==> config.mk <==
export PLATFORM = sky130hd
export DESIGN_NAME = instr_dispatch
export DESIGN_NICKNAME = d
export VERILOG_FILES = /design/src/rtl/instr_dispatch.sv
export SDC_FILE = /design/constraint.sdc
export NUM_CORES = 1
export LEC_CHECK = 0
export CORE_ASPECT_RATIO = 0.75
export CORE_MARGIN = 8
export CORE_UTILIZATION = 28
export CTS_CLUSTER_SIZE = 30
export DETAILED_ROUTE_END_ITERATION = 8
export MAX_ROUTING_LAYER = met4
export PLACE_DENSITY_LB_ADDON = 0.12
export SETUP_SLACK_MARGIN = 0.5
export SYNTH_ARGS = -nofsm -noshare
export SYNTH_HDL_FRONTEND = slang
export SYNTH_SLANG_ARGS = --single-unit
export TNS_END_PERCENT = 5
==> constraint.sdc <==
create_clock -name CLK -period 7 [get_ports CLK]
set_input_delay 1.05 -clock CLK [delete_from_list [all_inputs] [get_ports CLK]]
set_output_delay 1.05 -clock CLK [all_outputs]
set_load 0.005 [all_outputs]
==> src/rtl/instr_dispatch.sv <==
// instr_dispatch: instruction FIFO feeding a three-state dispatcher that issues
// LOAD / STORE / GEMM requests over req/ack handshakes, with RAW/WAW hazard
// protection against outstanding LOAD and GEMM results.
//
// Ports:
//   CLK, nRST                      clock, asynchronous active-low reset
//   instrFIFO_WEN/_wdata           push strobe and 40-bit instruction
//   instrFIFO_full/_empty          registered FIFO status
//   load_req/ack, load_matrix/addr         LOAD issue handshake + payload
//   store_req/ack, store_matrix/addr       STORE issue handshake + payload
//   gemm_req/ack, gemm_new_weight, gemm_rd/rs1/rs2/rs3  GEMM issue
//   load_done/_id, gemm_done/_id   completion reports
//   idle                           FIFO empty, FSM idle, nothing outstanding
//
// Build option: define DISPATCH_SCOREBOARD_EN for a per-matrix busy vector;
// otherwise a 7-bit outstanding counter gates STORE and GEMM.
module instr_dispatch #(
  parameter int unsigned FIFO_DEPTH = 8
) (
  input  logic        CLK,
  input  logic        nRST,
  input  logic        instrFIFO_WEN,
  input  logic [39:0] instrFIFO_wdata,
  output logic        instrFIFO_full,
  output logic        instrFIFO_empty,
  output logic        load_req,
  input  logic        load_ack,
  output logic [5:0]  load_matrix,
  output logic [31:0] load_addr,
  output logic        store_req,
  input  logic        store_ack,
  output logic [5:0]  store_matrix,
  output logic [31:0] store_addr,
  output logic        gemm_req,
  input  logic        gemm_ack,
  output logic        gemm_new_weight,
  output logic [5:0]  gemm_rd,
  output logic [5:0]  gemm_rs1,
  output logic [5:0]  gemm_rs2,
  output logic [5:0]  gemm_rs3,
  input  logic        load_done,
  input  logic [5:0]  load_done_id,
  input  logic        gemm_done,
  input  logic [5:0]  gemm_done_id,
  output logic        idle
);

  localparam int unsigned AW = $clog2(FIFO_DEPTH);
  localparam int unsigned CW = AW + 1;

  localparam logic [1:0] OP_NOP   = 2'd0;
  localparam logic [1:0] OP_LOAD  = 2'd1;
  localparam logic [1:0] OP_STORE = 2'd2;
  localparam logic [1:0] OP_GEMM  = 2'd3;

  typedef struct packed {
    logic [1:0]  op;
    logic [5:0]  field;
    logic [31:0] sel;
  } instr_t;

  typedef enum logic [1:0] {S_IDLE = 2'd0, S_CHECK = 2'd1, S_ISSUE = 2'd2} state_e;

  state_e        state_q, state_d;
  instr_t        mem_q [FIFO_DEPTH];
  instr_t        instr_q, head_c;
  logic [AW-1:0] wptr_q, wptr_d, rptr_q, rptr_d;
  logic [CW-1:0] cnt_q, cnt_d;
  logic          full_q, full_d, empty_q, empty_d, idle_q, idle_d;
  logic          push_c, pop_c, stall_c, ack_hit_c, clear_c;

  logic          load_req_q, load_req_d, store_req_q, store_req_d, gemm_req_q, gemm_req_d;
  logic [5:0]    load_matrix_q, load_matrix_d, store_matrix_q, store_matrix_d;
  logic [31:0]   load_addr_q, load_addr_d, store_addr_q, store_addr_d;
  logic          gemm_nw_q, gemm_nw_d;
  logic [5:0]    gemm_rd_q, gemm_rd_d, gemm_rs1_q, gemm_rs1_d;
  logic [5:0]    gemm_rs2_q, gemm_rs2_d, gemm_rs3_q, gemm_rs3_d;

  // FIFO bookkeeping; a pop frees a slot for a same-cycle push even when full
  always_comb begin
    head_c  = mem_q[rptr_q];
    pop_c   = (state_q == S_IDLE) && !empty_q;
    push_c  = instrFIFO_WEN && (!full_q || pop_c);
    wptr_d  = push_c ? wptr_q + AW'(1) : wptr_q;
    rptr_d  = pop_c  ? rptr_q + AW'(1) : rptr_q;
    cnt_d   = cnt_q + CW'(push_c) - CW'(pop_c);
    full_d  = (cnt_d == CW'(FIFO_DEPTH));
    empty_d = (cnt_d == '0);
  end

  always_ff @(posedge CLK) begin
    if (push_c) mem_q[wptr_q] <= instr_t'(instrFIFO_wdata);
  end

  assign ack_hit_c = (load_req_q && load_ack) || (store_req_q && store_ack) ||
                     (gemm_req_q && gemm_ack);

`ifdef DISPATCH_SCOREBOARD_EN
  // Per-matrix busy vector; a set in the same cycle as a clear wins
  logic [63:0] busy_q, busy_d, set_c, clr_c;

  always_comb begin
    set_c = '0;
    clr_c = '0;
    if (load_req_q && load_ack) set_c[load_matrix_q] = 1'b1;
    if (gemm_req_q && gemm_ack) set_c[gemm_rd_q]     = 1'b1;
    if (load_done) clr_c[load_done_id] = 1'b1;
    if (gemm_done) clr_c[gemm_done_id] = 1'b1;
    busy_d = (busy_q & ~clr_c) | set_c;
  end

  always_comb begin
    stall_c = 1'b0;
    case (instr_q.op)
      OP_LOAD, OP_STORE: stall_c = busy_q[instr_q.field];
      OP_GEMM: stall_c = busy_q[instr_q.sel[23:18]] | busy_q[instr_q.sel[17:12]] |
                         busy_q[instr_q.sel[11:6]]  | busy_q[instr_q.sel[5:0]];
      default: stall_c = 1'b0;
    endcase
  end

  assign clear_c = (busy_d == '0);

  always_ff @(posedge CLK or negedge nRST) begin
    if (!nRST) busy_q <= '0;
    else       busy_q <= busy_d;
  end
`else
  // Outstanding LOAD/GEMM counter; never underflows on a stray done
  localparam int unsigned OW  = 7;
  localparam int unsigned OW1 = OW + 1;
  logic [OW-1:0] out_q, out_d;
  logic [OW1-1:0] sum_c, dec_c, diff_c;
  logic          inc_c;
  logic          unused_done_ids;

  assign unused_done_ids = ^{load_done_id, gemm_done_id};

  always_comb begin
    inc_c  = (load_req_q && load_ack) || (gemm_req_q && gemm_ack);
    sum_c  = {1'b0, out_q} + OW1'(inc_c);
    dec_c  = OW1'(load_done) + OW1'(gemm_done);
    diff_c = sum_c - dec_c;
    if (sum_c < dec_c)   out_d = '0;
    else if (diff_c[OW]) out_d = '1;
    else                 out_d = diff_c[OW-1:0];
    stall_c = ((instr_q.op == OP_GEMM) || (instr_q.op == OP_STORE)) && (out_q != '0);
  end

  assign clear_c = (out_d == '0);

  always_ff @(posedge CLK or negedge nRST) begin
    if (!nRST) out_q <= '0;
    else       out_q <= out_d;
  end
`endif

  // State register
  always_ff @(posedge CLK or negedge nRST) begin
    if (!nRST) state_q <= S_IDLE;
    else       state_q <= state_d;
  end

  // Next-state; NOPs are discarded straight out of IDLE
  always_comb begin
    state_d = state_q;
    case (state_q)
      S_IDLE:  if (!empty_q && (head_c.op != OP_NOP)) state_d = S_CHECK;
      S_CHECK: begin
        if (instr_q.op == OP_NOP) state_d = S_IDLE;
        else if (!stall_c)        state_d = S_ISSUE;
      end
      S_ISSUE: if (ack_hit_c) state_d = S_IDLE;
      default: state_d = S_IDLE;
    endcase
  end

  // Request/payload next values; payload is held until the next issue
  always_comb begin
    load_req_d     = load_req_q;
    store_req_d    = store_req_q;
    gemm_req_d     = gemm_req_q;
    load_matrix_d  = load_matrix_q;
    load_addr_d    = load_addr_q;
    store_matrix_d = store_matrix_q;
    store_addr_d   = store_addr_q;
    gemm_nw_d      = gemm_nw_q;
    gemm_rd_d      = gemm_rd_q;
    gemm_rs1_d     = gemm_rs1_q;
    gemm_rs2_d     = gemm_rs2_q;
    gemm_rs3_d     = gemm_rs3_q;
    if ((state_q == S_ISSUE) && ack_hit_c) begin
      load_req_d  = 1'b0;
      store_req_d = 1'b0;
      gemm_req_d  = 1'b0;
    end
    if ((state_q == S_CHECK) && !stall_c) begin
      case (instr_q.op)
        OP_LOAD: begin
          load_req_d    = 1'b1;
          load_matrix_d = instr_q.field;
          load_addr_d   = instr_q.sel;
        end
        OP_STORE: begin
          store_req_d    = 1'b1;
          store_matrix_d = instr_q.field;
          store_addr_d   = instr_q.sel;
        end
        OP_GEMM: begin
          gemm_req_d = 1'b1;
          gemm_nw_d  = instr_q.field[5];
          gemm_rd_d  = instr_q.sel[23:18];
          gemm_rs1_d = instr_q.sel[17:12];
          gemm_rs2_d = instr_q.sel[11:6];
          gemm_rs3_d = instr_q.sel[5:0];
        end
        default: ;
      endcase
    end
    idle_d = empty_d && (state_d == S_IDLE) && clear_c;
  end

  always_ff @(posedge CLK or negedge nRST) begin
    if (!nRST) begin
      wptr_q <= '0; rptr_q <= '0; cnt_q <= '0;
      full_q <= 1'b0; empty_q <= 1'b1; idle_q <= 1'b1;
      instr_q <= '0;
      load_req_q <= 1'b0; store_req_q <= 1'b0; gemm_req_q <= 1'b0;
      load_matrix_q <= '0; load_addr_q <= '0;
      store_matrix_q <= '0; store_addr_q <= '0;
      gemm_nw_q <= 1'b0; gemm_rd_q <= '0; gemm_rs1_q <= '0;
      gemm_rs2_q <= '0; gemm_rs3_q <= '0;
    end else begin
      wptr_q <= wptr_d; rptr_q <= rptr_d; cnt_q <= cnt_d;
      full_q <= full_d; empty_q <= empty_d; idle_q <= idle_d;
      if (pop_c) instr_q <= head_c;
      load_req_q <= load_req_d; store_req_q <= store_req_d; gemm_req_q <= gemm_req_d;
      load_matrix_q <= load_matrix_d; load_addr_q <= load_addr_d;
      store_matrix_q <= store_matrix_d; store_addr_q <= store_addr_d;
      gemm_nw_q <= gemm_nw_d; gemm_rd_q <= gemm_rd_d; gemm_rs1_q <= gemm_rs1_d;
      gemm_rs2_q <= gemm_rs2_d; gemm_rs3_q <= gemm_rs3_d;
    end
  end

  assign instrFIFO_full  = full_q;
  assign instrFIFO_empty = empty_q;
  assign idle            = idle_q;
  assign load_req        = load_req_q;
  assign load_matrix     = load_matrix_q;
  assign load_addr       = load_addr_q;
  assign store_req       = store_req_q;
  assign store_matrix    = store_matrix_q;
  assign store_addr      = store_addr_q;
  assign gemm_req        = gemm_req_q;
  assign gemm_new_weight = gemm_nw_q;
  assign gemm_rd         = gemm_rd_q;
  assign gemm_rs1        = gemm_rs1_q;
  assign gemm_rs2        = gemm_rs2_q;
  assign gemm_rs3        = gemm_rs3_q;

endmodule

==> results.toml, run 1 <==
[timing]
fin_skew_ns = 0.02418
setup_viol = 0
hold_slack_ns = 0.4425
fmax_mhz = 250.4
slew_violations = 0
hold_viol = 0
worst_slew_pin_slew_ns = 1.009
max_slew_margin = 0.3272
rsz0062_at_grt = "no"
worst_slack_ns = 3.006
finalCritPeriodShare = 0.5706
period_needed_ns = 3.994
fin_setup_tns_ns = 0

[floorplanning]
die_h_um = 239.6
ios = 167
row_count = 82
die_w_um = 314.2
coreArea_sq_um = 66380
initial_core_util = 0.2813
dieArea_sq_um = 75290

[job]
drv_cap = 0

[power_and_ir_drop]
vdd_drop_max_v = 0.0002177
p_leak_nw = 8.361
power_mw = 9.397
power.density_nw_per_um2 = 407.0

[routing]
drc = 0
first_iter_violations = 521
firstDrtPassIters = 4
vias = 9244
wirelength_um = 43910
wire_per_inst_um = 21.00
vias_per_cell = 4.421
ant_nets = 0

[critical_path]
reg2reg_to = "idle"
rr_startpoint = "state_q[1]"
reg2reg_slack_ns = 3.13
cp.required_ns = 7.48
crit_path_start_kind = "input pin"
crit_type = "input pin to flip-flop"
reg2reg_depth = 11
crit_fanout = 7
end_kind = "flip-flop"
cp_data_arrival_time_ns = 4.48

[cts]
cts_tree = "done"
cts_root_buf = "clkbuf_16"
post_cts_buffers = 0
path_clk_slew_ns = 0.06
cts_resized = 0
cts-buffers-inserted = 52
cts.sinks = 486
clk_path_buf_depth = 3
htreeDepth = 2
postCtsHoldBufs = 0
clk_latency_ns = 0.60

[global_routing]
grtUsageTotal = 0.1198
globalRoute.totalOverflow = 0
grt_max_degree = 84
first_global_vias = 9935
grt_pass1_wl_um = 66360
antenna_found_initial = 6

[yosys]
yosysTopAreaCell = "edfxtp_1"
yosysWarnings = 0
syn_nets = 1055
syn_avg_cell_area_sq_um = 19.01
synth-async-reset-ratio = 0.3416
synth_ff_type = "edfxtp_1"
synthDistinctLibCells = 54
synth_area_leaders = "edfxtp_1 (51%), dfrtp_1 (22%), mux4_2 (9.6%)"
syn_inst = 982
synth-seq-cells = 486
synth_edf_count = 320
yosysSeqAreaShare = 0.7373
netlist_area_sq_um = 18670
synth.top_cell.area_share = 0.5146

[finish]
final_cell_count_no_fill = 2091
nets = 1232
drive_gt1_frac = 0.2535
final_cell_mix = "edfxtp_1 (320), dfrtp_1 (161), clkdlybuf4s50_1 (153)"
area_growth_pct = 23.66
final_common_cell = "edfxtp_1"

[min_path]
hold_class = "input pin to async pin"

[placed_design]
hpwl_um = 25020
gp_congestion = 0.7200
dp_cells = 1987
place_ws_ns = 2.365
io_buffers = 154

[run_status]
status = "finished, final reports clean"
## layer usage
| layer | wire (um) | GRT usage |
|---|---|---|
| met3 | 2455 | 0.03000 |
| met5 | 0 | - |
| met1 | 20040 | 0.1556 |
| met4 | 850 | 0.02989 |
| met2 | 20560 | 0.1879 |
## worst max-delay path by stage
stage,to,cells after the start,start
floorplan,mem_q[0][0],3,instrFIFO_WEN
global placement,idle,11,instrFIFO_WEN
detailed placement,idle,11,instrFIFO_WEN
CTS,idle,11,instrFIFO_WEN
global route,idle,11,instrFIFO_WEN
finish,idle,11,instrFIFO_WEN
## area by class of cell
type,instances,area [sq um]
Sequential cell,486,13780
Clock inverter,34,379.1
Multi-Input combinational cell,434,4679
Tap cell,882,1104
Timing Repair Buffer,172,1680
Antenna cell,6,15.01
Clock buffer,64,1406
Inverter,13,48.80
Fill cell,6269,43290
## worst max-delay path, stage by stage
cell	delay [ns]
clkdlybuf4s50_1	0.47
a21boi_0	0.54
clkinv_1	0.46
ha_1	0.40
inv_1	0.04
ha_1	0.20
fa_1	0.40
xor2_1	0.18
or3_1	0.34
nor2_1	0.13
nor4b_1	0.26
## cell families (layout without fill, tap and decap cells)
family	Yosys count	after routing	share of synthesized area
flops	486	486	0.7373
mux	221	221	0.1789
simple gates	106	106	0.02701
compound gates	78	78	0.02426
buf+inv	62	283	0.01561
xor+xnor	16	16	0.007505
fa+ha+maj	13	13	0.009515
other cells	0	6	0
## synth_stat cells (all sizes together), types with 2 or more instances
library cell and number:
a211o 2, a21o 3, a21oi 13, a31oi 3
and3 2, buf 26, clkbuf 23, dfrtp 164
dfstp 2, edfxtp 320, fa 2, ha 11
inv 12, mux2 101, mux2i 40, mux4 80
nand2 61, nand2b 2, nand3 4, nand4 2
nor2 12, nor3 7, nor4 4, nor4b 2
o21a 2, o21ai 44, or2 2, or3 3
or4 2, xnor2 12, xor2 4
## flip-flops by register name, summed over array words and instances, names as in the netlist
name / flops
store_req: 1
store_matrix: 6
instr_q: 40
load_matrix: 6
idle: 1
mem_q: 320
gemm_rs1: 6
gemm_rs3: 6
store_addr: 32
rptr_q: 3
gemm_new_weight: 1
state_q: 2
wptr_q: 3
gemm_rs2: 6
load_req: 1
gemm_rd: 6
instrFIFO_empty: 1
load_addr: 32
gemm_req: 1
instrFIFO_full: 1
out_q: 7
cnt_q: 4
## metrics by stage
| step | area, sq um | utilization |
|---|---|---|
| after floorplan | 18670 | - |
| after global placement | 21290 | 0.3207 |
| after detailed placement | 21290 | 0.3207 |
| after CTS | 23070 | 0.3476 |
| after global routing | 23090 | 0.3478 |
| final | 23090 | 0.3478 |
## where the power goes
part,internal (mW),leakage [nW],switching [mW],total [mW]
Clock,1.69,0.876,1.15,2.84
Combinational,1.23,2.45,1.15,2.38
Sequential,3.68,5.04,0.499,4.18
No activity file was read; power rests on OpenSTA's default activity.
==> inputs of run 2 (changes only) <==
clock period = 3.8 ns   (was 7 ns; I/O delays follow)
==> run 2 against run 1 <==
Compared with the run above: clock skew fell by 0.00061 ns; flip-flop and latch count stayed put; non-clock buffer count grew 9.
==> results.toml, run 2 (same netlist as run 1, synthesis figures left out) <==
[floorplanning]
die_w_um = 314.2
initial_core_util = 0.2813
coreArea_sq_um = 66380
die_h_um = 239.6
row_count = 82
dieArea_sq_um = 75290
ios = 167

[power_and_ir_drop]
vdd_drop_max_v = 0.0003622
p_leak_nw = 8.433
power_mw = 17.41
power.density_nw_per_um2 = 748.3

[timing]
finalCritPeriodShare = 0.8088
fin_setup_tns_ns = 0
period_needed_ns = 3.074
slew_violations = 0
worst_slew_pin_slew_ns = 0.9221
hold_viol = 0
setup_viol = 0
fin_skew_ns = 0.02357
rsz0062_at_grt = "no"
fmax_mhz = 325.4
hold_slack_ns = 0.08796
max_slew_margin = 0.3852

[placed_design]
dp_cells = 1996
hpwl_um = 26190
gp_congestion = 0.7563
io_buffers = 154

[cts]
htreeDepth = 2
cts-buffers-inserted = 52
cts_tree = "done"
clk_latency_ns = 0.59
cts.sinks = 486
path_clk_slew_ns = 0.06
cts_root_buf = "clkbuf_16"
clk_path_buf_depth = 3
postCtsHoldBufs = 0

[global_routing]
globalRoute.totalOverflow = 0
grtUsageTotal = 0.1226
antenna_found_initial = 6
first_global_vias = 10090
grt_pass1_wl_um = 67970
grt_max_degree = 94

[finish]
final_util = 0.3505
num-fill-cells = 6211
reg_top3 = "mem_q (320), instr_q (40)"
largest_reg_flops = 320
final_common_cell = "edfxtp_1"
area_growth_pct = 24.61
drive_gt1_frac = 0.2583
largest_register = "mem_q"
nets = 1241
final_cell_mix = "edfxtp_1 (320), dfrtp_1 (161), clkdlybuf4s50_1 (153)"
final_cell_count_no_fill = 2100

[critical_path]
cp_data_arrival_time_ns = 3.56
cp.required_ns = 4.28
end_kind = "flip-flop"
crit_fanout = 5
crit_path_start_kind = "flip-flop"
crit_type = "flip-flop to flip-flop"

[routing]
drc = 0
firstDrtPassIters = 6
vias = 9318
vias_per_cell = 4.437
ant_nets = 0
wirelength_um = 44730
first_iter_violations = 553
wire_per_inst_um = 21.30

[min_path]
hold_class = "input pin to async pin"

[job]
drv_cap = 0

[run_status]
status = "finished, final reports clean"
## run 2: changes by cell type in the layout (fill, tap and decap cells not counted), moves of 2 or more
cell | before | now
buf_12 | 0 | 7
buf_4 | 18 | 20
clkbuf_1 | 6 | 10
clkbuf_16 | 52 | 54
clkinv_4 | 2 | 0
nor3_2 | 4 | 0
nor3_4 | 0 | 4
## run 2: routing by layer
metal / part of all wire / GRT usage / vias up
met5: 0 / - / -
met4: 0.018 / 0.02919 / 0
met3: 0.052 / 0.02897 / 54
met2: 0.45 / 0.1826 / 188
met1: 0.48 / 0.1692 / 4857
li1: - / - / 4219
## run 2: area by class of cell
cell class,count,area (sq um),area share
Sequential cell,486,13780,0.5921
Multi-Input combinational cell,434,4723,0.2030
Timing Repair Buffer,181,1836,0.07889
Clock buffer,70,1471,0.06324
Tap cell,882,1104,0.04743
Clock inverter,28,291.5,0.01253
Inverter,13,50.05,0.002151
Antenna cell,6,15.01,0.0006453
## run 2: power by group
part | internal [mW] | total (mW) | switching (mW)
sequential | 6.77 | 7.63 | 0.855
combinational | 2.33 | 4.58 | 2.25
clock | 3.12 | 5.20 | 2.08
## run 2: path summary, 6_finish.rpt
check,start,to,slack [ns],depth (start not counted)
worst max register to register,state_q[1],idle,0.73,11
worst min-delay path,nRST,out_q[0],0.09,1
min in group CLK,instr_q[30],instr_q[30],0.50,2
worst min register to register,instr_q[30],instr_q[30],0.50,2
worst max-delay path,state_q[1],idle,0.73,11
max in group asynchronous,nRST,store_addr[20],2.87,2
## run 2: what timing repair did
| action | CTS | global route |
|---|---|---|
| endpoints found under the setup margin | 1 | 1 |
| hold endpoints to repair | 0 | 0 |
| gates resized for setup | 1 | 1 |
| setup buffers | 0 | 0 |
## run 2: worst max-delay path, cell delays in order, from the launching register on
cell and delay (ns):
dfrtp_1 0.44, or3_4 0.42, a21boi_2 0.24, clkinv_2 0.09
ha_1 0.28, inv_1 0.04, ha_1 0.20, fa_1 0.41
xor2_1 0.17, or3_1 0.33, nor2_1 0.14, nor4b_2 0.21
## run 2: per-stage QoR
step | area, sq um | worst slack (ns)
3_3_place_gp | 21480 | 0.2403
2_1_floorplan | 18710 | 0.2313
4_1_cts | 23250 | 0.5530
3_5_place_dp | 21480 | 0.2604
5_1_grt | 23270 | 0.5149
6_report | 23270 | 0.7264
==> inputs of run 3 (changes only) <==
clock period = 2.5 ns   (was 3.8 ns; I/O delays follow)
==> run 3 against run 2 <==
Compared with the run above: the run now ends with setup timing left; sequential share of layout area fell by 2.8 points; largest cell class unchanged; register-to-register slack got worse by 1.0 ns; critical path type unchanged; routed wire length rose by 3.0%; highest routed layer unchanged; fmax rose by 11%.
==> results.toml, run 3 (same netlist as run 1, synthesis figures left out) <==
[run_status]
status = "finished, violations left"
violations = "setup timing"

[finish]
final_util = 0.3677
largest_register = "mem_q"
num-fill-cells = 6122
final_cell_mix = "edfxtp_1 (320), dfrtp_1 (161), clkdlybuf4s50_1 (151)"
drive_gt1_frac = 0.3141
nets = 1297
final_common_cell = "edfxtp_1"
area_growth_pct = 30.72
multi_input_area_sq_um = 5206
largest_reg_flops = 320
seqCellArea_sq_um = 13780
reg_top3 = "mem_q (320), instr_q (40)"

[timing]
finalCritPeriodShare = 1.108
worst_slew_pin_slew_ns = 0.6498
fin_skew_ns = 0.02260
fmax_mhz = 361.0
max_slew_margin = 0.5668
slew_violations = 0
hold_viol = 0
period_needed_ns = 2.770
hold_slack_ns = 0.3875
worst_slack_ns = -0.2698
rsz0062_at_grt = "yes"
setup_viol = 4

[routing]
vias_per_cell = 4.470
wire_per_inst_um = 21.41
firstDrtPassIters = 4
ant_nets = 0
vias = 9623
first_iter_violations = 512
drc = 0
wirelength_um = 46090

[placed_design]
place_ws_ns = -0.6720
hpwl_um = 26930
gp_congestion = 0.7665
io_buffers = 154

[cts]
clk_latency_ns = 0.59
path_clk_slew_ns = 0.06
cts.sinks = 486
htreeDepth = 2
cts_root_buf = "clkbuf_16"
clk_path_buf_depth = 3
cts-buffers-inserted = 51
cts_tree = "done"

[global_routing]
antenna_found_initial = 4
grt_max_degree = 83
first_global_vias = 10420
globalRoute.totalOverflow = 0
grtUsageTotal = 0.1246
grt_pass1_wl_um = 69350

[critical_path]
crit_fanout = 2
reg2reg_slack_ns = -0.27
cp_data_arrival_time_ns = 3.27
cp.required_ns = 3.00
crit_type = "flip-flop to flip-flop"
crit_path_start_kind = "flip-flop"
end_kind = "flip-flop"

[floorplanning]
row_count = 82
die_h_um = 239.6
ios = 167
die_w_um = 314.2
coreArea_sq_um = 66380
initial_core_util = 0.2813
dieArea_sq_um = 75290

[job]
drv_cap = 0

[min_path]
hold_class = "input pin to async pin"

[power_and_ir_drop]
p_leak_nw = 8.909
power_mw = 27.26
vdd_drop_max_v = 0.0005575
power.density_nw_per_um2 = 1117
-- run 3: cell types whose count changed in the layout (fill, tap and decap cells not counted), moves of 8 or more --
cell,before,now
a21oi_1,13,5
a21oi_2,0,8
buf_12,7,23
buf_4,20,43
buf_6,0,8
mux2_2,101,38
mux2_4,0,63
mux2i_1,40,32
-- run 3: timing repair --
action | CTS | global route
endpoints found under the setup margin | 424 | 427
buffers inserted | 10 | 2
cloned | 2 | 1
pin swaps | 22 | 19
hold buffers | 1 | 0
hold endpoints to repair | 52 | 0
resized for setup | 117 | 38
-- run 3: power by group --
| part | internal [mW] | switching (mW) | total [mW] |
|---|---|---|---|
| sequential | 10.3 | 1.16 | 11.5 |
| clock | 4.13 | 3.11 | 7.24 |
| combinational | 4.55 | 4.01 | 8.56 |
-- run 3: metal layers --
layer | global-route usage | up-vias | share of wire
met5 | - | - | 0
met1 | 0.1687 | 5050 | 0.48
met4 | 0.03114 | 0 | 0.019
met3 | 0.02983 | 63 | 0.050
met2 | 0.1886 | 175 | 0.45
li1 | - | 4335 | -
-- run 3: final cells by class --
cell class                      count  share of cell area
Sequential cell                   486              0.5645
Multi-Input combinational cell    434              0.2133
Timing Repair Buffer              238              0.1092
Clock buffer                       72             0.05762
Tap cell                          882             0.04521
Clock inverter                     24            0.007536
Inverter                           13            0.002204
Antenna cell                        4           0.0004101
-- run 3: critical path, cell delays in order, from the launching register on --
cell	delay, ns
dfrtp_1	0.38
or3_4	0.39
a21boi_4	0.18
clkinv_4	0.08
ha_4	0.26
inv_2	0.03
ha_4	0.15
fa_2	0.37
xor2_2	0.16
or3_4	0.35
nor2_4	0.13
nor4b_4	0.19
-- run 3: path summary, 6_finish.rpt --
kind	start	to	cells past startpoint
hold / removal	nRST	out_q[0]	2
setup reg to reg	state_q[1]	idle	11
hold reg to reg	load_addr[14]	load_addr[14]	1
min in group CLK	load_addr[14]	load_addr[14]	1
max in group asynchronous	nRST	instr_q[33]	3
setup / recovery	state_q[1]	idle	11
-- run 3: through the flow --
step | area (sq um) | TNS (ns) | std cells
floorplan | 18780 | -92.16 | 982
global placement | 21960 | -4.451 | 2037
detailed placement | 21960 | -4.676 | 2037
CTS | 24200 | -0.6488 | 2146
global route | 24410 | -0.9369 | 2153
finish | 24410 | -0.4888 | 2153
